## config.mk

```make
export PLATFORM = sky130hd
export DESIGN_NAME = exec_wb_stage
export DESIGN_NICKNAME = d
export VERILOG_FILES = /design/src/rtl/exec_wb_stage_pkg.sv /design/src/rtl/regfile_8x16.sv /design/src/rtl/exec_wb_stage.sv
export SDC_FILE = /design/constraint.sdc
export NUM_CORES = 1
export LEC_CHECK = 0
export CAP_MARGIN = 20
export CORE_MARGIN = 1
export CORE_UTILIZATION = 45
export DETAILED_ROUTE_END_ITERATION = 10
export GPL_ROUTABILITY_DRIVEN = 1
export GPL_TIMING_DRIVEN = 0
export HOLD_SLACK_MARGIN = 0.02
export SETUP_SLACK_MARGIN = 0.2
export SLEW_MARGIN = 0
export SYNTH_ARGS = -nofsm -noshare
export SYNTH_HDL_FRONTEND = slang
export SYNTH_SLANG_ARGS = --single-unit
```

## constraint.sdc

```tcl
create_clock -name clk -period 5.88 [get_ports clk]
set_clock_uncertainty 0.05 [all_clocks]
set_input_delay 0.882 -clock clk [delete_from_list [all_inputs] [get_ports clk]]
set_output_delay 0.882 -clock clk [all_outputs]
set_load 0.01 [all_outputs]
```

## src/rtl/exec_wb_stage_pkg.sv

```systemverilog
// exec_wb_stage_pkg: shared widths, opcode constants and immediate sign-extension
package exec_wb_stage_pkg;
    localparam int DATA_W = 16;
    localparam int IMM_W  = 6;
    localparam int AW     = 3;
    localparam int NREGS  = 8;
    localparam logic [3:0] OP_ADD     = 4'h0;
    localparam logic [3:0] OP_SUB     = 4'h1;
    localparam logic [3:0] OP_AND     = 4'h2;
    localparam logic [3:0] OP_OR      = 4'h3;
    localparam logic [3:0] OP_XOR     = 4'h4;
    localparam logic [3:0] OP_SLL     = 4'h5;
    localparam logic [3:0] OP_SRL     = 4'h6;
    localparam logic [3:0] OP_SLT     = 4'h7;
    localparam logic [3:0] OP_MOV     = 4'h8;
    localparam logic [3:0] OP_NOT     = 4'h9;
    localparam logic [3:0] OP_NOP_MIN = 4'hA;
    function automatic logic [DATA_W-1:0] sext(input logic [IMM_W-1:0] v);
        return {{(DATA_W-IMM_W){v[IMM_W-1]}}, v};
    endfunction
endpackage

```

## src/rtl/regfile_8x16.sv

```systemverilog
// regfile_8x16: 8x16 register file, R0 hardwired to zero, sync write, async reads
module regfile_8x16
    import exec_wb_stage_pkg::*;
(
    input  logic              clk,
    input  logic              rst,
    input  logic              we,
    input  logic [AW-1:0]     waddr,
    input  logic [DATA_W-1:0] wdata,
    input  logic [AW-1:0]     raddr_a,
    input  logic [AW-1:0]     raddr_b,
    input  logic [AW-1:0]     raddr_d,
    output logic [DATA_W-1:0] rdata_a,
    output logic [DATA_W-1:0] rdata_b,
    output logic [DATA_W-1:0] rdata_d
);
    logic [DATA_W-1:0] regs [NREGS];

    assign rdata_a = raddr_a == '0 ? '0 : regs[raddr_a];
    assign rdata_b = raddr_b == '0 ? '0 : regs[raddr_b];
    assign rdata_d = raddr_d == '0 ? '0 : regs[raddr_d];

    // clear everything on reset; writes to R0 are dropped
    always_ff @(posedge clk) begin
        if (rst) begin
            for (int i = 0; i < NREGS; i++) regs[i] <= '0;
        end else if (we && waddr != '0) begin
            regs[waddr] <= wdata;
        end
    end
endmodule

```

## src/rtl/exec_wb_stage.sv

```systemverilog
// exec_wb_stage: operand read with forwarding, ALU, flags and EX->WB register
module exec_wb_stage
    import exec_wb_stage_pkg::*;
(
    input  logic              clk,
    input  logic              rst,
    input  logic              in_valid,
    input  logic [3:0]        opcode,
    input  logic [AW-1:0]     rreg1,
    input  logic [AW-1:0]     rreg2,
    input  logic [AW-1:0]     wreg,
    input  logic [IMM_W-1:0]  imm,
    input  logic              src2_sel,
    input  logic              alu_out_sel,
    input  logic              reg_write,
    output logic              zero_flag,
    output logic              carry_flag,
    output logic              wb_en,
    output logic [AW-1:0]     wb_reg,
    output logic [DATA_W-1:0] wb_data,
    input  logic [AW-1:0]     dbg_addr,
    output logic [DATA_W-1:0] dbg_data
);
    logic [DATA_W-1:0] rf_a, rf_b, a, b_reg, b, imm_x, alu, res;
    logic [DATA_W:0]   sum;
    logic              issue;

    regfile_8x16 u_rf (
        .clk     (clk),
        .rst     (rst),
        .we      (wb_en),
        .waddr   (wb_reg),
        .wdata   (wb_data),
        .raddr_a (rreg1),
        .raddr_b (rreg2),
        .raddr_d (dbg_addr),
        .rdata_a (rf_a),
        .rdata_b (rf_b),
        .rdata_d (dbg_data)
    );

    assign imm_x = sext(imm);
    assign a     = (wb_en && rreg1 != '0 && wb_reg == rreg1) ? wb_data : rf_a;
    assign b_reg = (wb_en && rreg2 != '0 && wb_reg == rreg2) ? wb_data : rf_b;
    assign b     = src2_sel ? imm_x : b_reg;
    assign sum   = {1'b0, a} + {1'b0, b};
    assign res   = alu_out_sel ? imm_x : alu;
    assign issue = in_valid && opcode < OP_NOP_MIN;

    // ALU result for the opcode; NOP range yields zero but is never used
    always_comb begin
        alu = '0;
        case (opcode)
            OP_ADD:  alu = sum[DATA_W-1:0];
            OP_SUB:  alu = a - b;
            OP_AND:  alu = a & b;
            OP_OR:   alu = a | b;
            OP_XOR:  alu = a ^ b;
            OP_SLL:  alu = a << b[3:0];
            OP_SRL:  alu = a >> b[3:0];
            OP_SLT:  alu = {{(DATA_W-1){1'b0}}, $signed(a) < $signed(b)};
            OP_MOV:  alu = b;
            OP_NOT:  alu = ~a;
            default: alu = '0;
        endcase
    end

    // WB register and flags; only real issues update them, R0 targets never write back
    always_ff @(posedge clk) begin
        if (rst) begin
            wb_en      <= 1'b0;
            wb_reg     <= '0;
            wb_data    <= '0;
            zero_flag  <= 1'b0;
            carry_flag <= 1'b0;
        end else begin
            wb_en <= issue && reg_write && wreg != '0;
            if (issue) begin
                wb_reg    <= wreg;
                wb_data   <= res;
                zero_flag <= alu == '0;
                if (opcode == OP_ADD) carry_flag <= sum[DATA_W];
                else if (opcode == OP_SUB) carry_flag <= a < b;
            end
        end
    end
endmodule

```

==> flow_metrics.py <==
metrics = {
    "setup_path": {
        "timing.critical_path.cells": "buf_2, buf_4, buf_2, mux4_2, mux2_2, a221oi_1, nor2_1, ha_1, o21a_1, o21ai_0, a311oi_2, or2_2, a221oi_1, a21oi_1, a2111oi_4, o211ai_1, nor4b_2, nand3_1, o21ai_1",
        "cp_data_required_time_ns": 6.20,
        "critical_path.slowest_cell": "ha_1",
        "timing_worst_setup_path_type": "primary input to flop",
        "end_kind": "flop",
        "timing.critical_path.arrival_ns": 5.87,
        "path_max_fanout": 10,
        "cpPeakStageDelay_ns": 0.40,
        "start_kind": "primary input",
    },
    "grt": {
        "met1_usage_pct": 50.2,
        "busiest_layer": "met1",
        "largest_net_degree_at_the_start_of_global_routing": 17,
        "globalRouteTotalUtil_pct": 33.9,
        "initial_antenna_violation_count": 0,
        "grt_pass1_vias": 11300,
        "grt_first_pass_wirelength_mm": 75.1,
        "grt-ovfl-total": 0,
        "use_met2_pct": 49.5,
        "grt_use_met3_pct": 7.13,
    },
    "placement": {
        "finalWeightedCongestion": 0.964,
        "dp.final_hpwl_mm": 38.2,
        "placed_cells_incl_taps": 1772,
        "post_dp_cell_area_um2": 14400,
        "port_buffers": 54,
        "preCtsSetupSlack_ns": -0.823,
    },
    "clocking": {
        "cts_max_level": 4,
        "clk_path_buf_depth": 2,
        "cts.reportedPaths.clkPinSlew_ns": 0.06,
        "clock-sinks": 150,
        "cts-buffers-inserted": 17,
        "tritoncts": "done",
        "cts_root_buffer": "clkbuf_16",
        "insertion_delay_ns": 0.44,
        "cts_hold_buffers": 0,
    },
    "timing": {
        "tightest_slew_ns": 1.23,
        "finalCritPeriodShare_pct": 94.5,
        "timing.final.setup_violations": 0,
        "finalWorstSetupSlack_ns": 0.323,
        "clock.fmax_mhz": 180,
        "worst_slew_margin_rel_pct": 18.3,
        "final.min_clock_period_ns": 5.56,
        "rsz_0062_raised_after_global_routing": "false",
        "final_max_slew_viol_count": 0,
        "hold_viol": 0,
    },
    "synth": {
        "post_synth_most_frequent_cells": "128 x edfxtp_1, 122 x and2_1, 108 x nor2_1, 80 x mux4_2, 72 x nand2_1",
        "number_of_enable_type_register_cells_in_the_synthesized_netlist": 128,
        "syn_area_per_cell_um2": 10.1,
        "ys_ff_latch": 150,
        "register_area_share_after_synthesis_pct": 32.4,
        "synth.top_cell.area_share_pct": 29.1,
        "yosys.cell_types.count": 87,
        "syn_area_um2": 13200,
        "syn_inst": 1311,
        "synth_async_sr_flop_share_pct": 0,
        "synth_flop_cell": "edfxtp_1",
        "synth_top_area_cell": "edfxtp_1",
        "ys.warnings.count": 0,
        "post_synth_main_area_contributors": "edfxtp_1 29%, mux4_2 14%, and2_1 5.8%",
        "synthMostInstantiatedCell": "edfxtp_1",
    },
    "run_status": {
        "status": "complete, no violations",
    },
    "detailed_routing": {
        "route.final.wire_length_mm": 51.2,
        "detailroute.via_count": 12100,
        "detail_route.vias_per_cell": 6.69,
        "post_drt_wl_per_cell_um": 28.4,
        "detailedRoute.firstIterationViolations": 1870,
        "route.antenna.remaining_nets": 0,
        "firstDrtPassIters": 8,
        "drc": 0,
    },
    "floorplan": {
        "fp.coreArea_um2": 28800,
        "die_y_um": 173,
        "ioPinCount": 66,
        "fp.dieArea_um2": 30100,
        "fp-row-count": 62,
        "initial_core_util_pct": 45.9,
        "dieWidth_um": 173,
    },
    "hold_path": {
        "timing.hold.worst.class": "flop to flop",
    },
    "pwr": {
        "p_leak_nw": 5.60,
        "power_density_nw_per_um2": 235,
        "max-vdd-ir-drop_uv": 188,
    },
    "cells_and_area": {
        "largest_reg_flops": 128,
        "final_nets": 1488,
        "num-fill-cells": 2624,
        "syn_to_final_growth_pct": 15.1,
        "diodes": 0,
        "post_layout_nonfiller_instances": 1806,
        "drive_above_1_share_pct": 18.3,
        "layout.cell_area.non_filler_um2": 15200,
    },
    "job": {
        "timing.max_cap.violations": 0,
    },
}
per-stage QoR:
step	power, W	TNS (ns)	hold slack, ns	util, %
detailed placement	0.00240	-7.46	0.455	49.9
floorplan	0.00200	0	0.447	-
global route	0.00369	0	0.503	52.8
CTS	0.00350	0	0.466	52.2
global placement	0.00240	-8.20	0.471	49.7
finish	0.00358	0	0.476	52.8
path summary, 6_finish.rpt:
kind,from,to,slack (ns),cells past startpoint
worst max-delay path,rreg2[1],zero_flag,0.32,19
worst min-delay path,zero_flag,zero_flag,0.48,2
worst max register to register,wb_reg[1],zero_flag,0.57,22
worst min register to register,zero_flag,zero_flag,0.48,2
area by class of cell:
cell class | instances | area (um^2) | share of cell area, %
Buffer | 114 | 603 | 3.97
Clock buffer | 17 | 425 | 2.80
Clock inverter | 15 | 156 | 1.03
Inverter | 51 | 194 | 1.28
Multi-Input combinational cell | 1011 | 8440 | 55.5
Sequential cell | 150 | 4280 | 28.2
Tap cell | 384 | 480 | 3.16
Timing Repair Buffer | 64 | 624 | 4.11
placed cells by master (no fill, tap or decap), drive strengths merged, types with 6 or more instances in the layout:
cell type,count
buf,60
o32ai,6
and2,122
a211oi,12
nor3,40
o221ai,9
or2,13
edfxtp,128
ha,49
o21ai,50
nand2b,8
o211ai,31
a31oi,15
o2bb2ai,13
clkbuf,81
mux2i,65
a21o,9
mux2,21
clkdlybuf4s50,54
xnor2,10
nand4,8
nor2b,14
nor2,111
nand2,72
a221oi,33
a21oi,49
nand3,25
mux4,80
o31ai,10
a22oi,9
dfxtp,22
o311ai,6
o22ai,14
conb,16
inv,61
nor4,14
metal layers:
layer	routed length, um	vias to the layer above	part of all wire, %
li1	-	5220	-
met1	22100	6031	43
met2	21800	728	43
met3	5860	101	11
met4	1460	0	2.8
met5	0	-	0
critical path: cells and delay by family:
family	cells	cell delay, ns
mux	2	0.66
simple gates	4	0.93
buf+inv	3	0.87
fa+ha+maj	1	0.40
compound gates	9	2.11
cells by family after synthesis:
group | after synthesis | synth area share, %
AO/OA/AOI/OAI | 324 | 18.1
XOR/XNOR | 10 | 0.663
adder cells (fa/ha/maj) | 51 | 4.94
buffers and inverters | 165 | 5.77
flip-flops | 150 | 32.4
multiplexers | 166 | 20.5
other | 1 | 0.0284
AND/OR/NAND/NOR | 444 | 17.5
power breakdown:
part / internal, W / total, W / switching, W
logic: 0.000454 / 0.00122 / 0.000770
registers: 0.00120 / 0.00124 / 0.0000424
clock network: 0.000602 / 0.00111 / 0.000508
total: 0.00225 / 0.00358 / 0.00132
what timing repair did:
action,4_1_cts,5_1_grt
resized for setup,20,37
cloned,0,0
endpoints found under the setup margin,13,11
buffers inserted,0,1
hold endpoints to repair,0,0
pin swaps,0,2
Power figures use the tool's default switching activity.
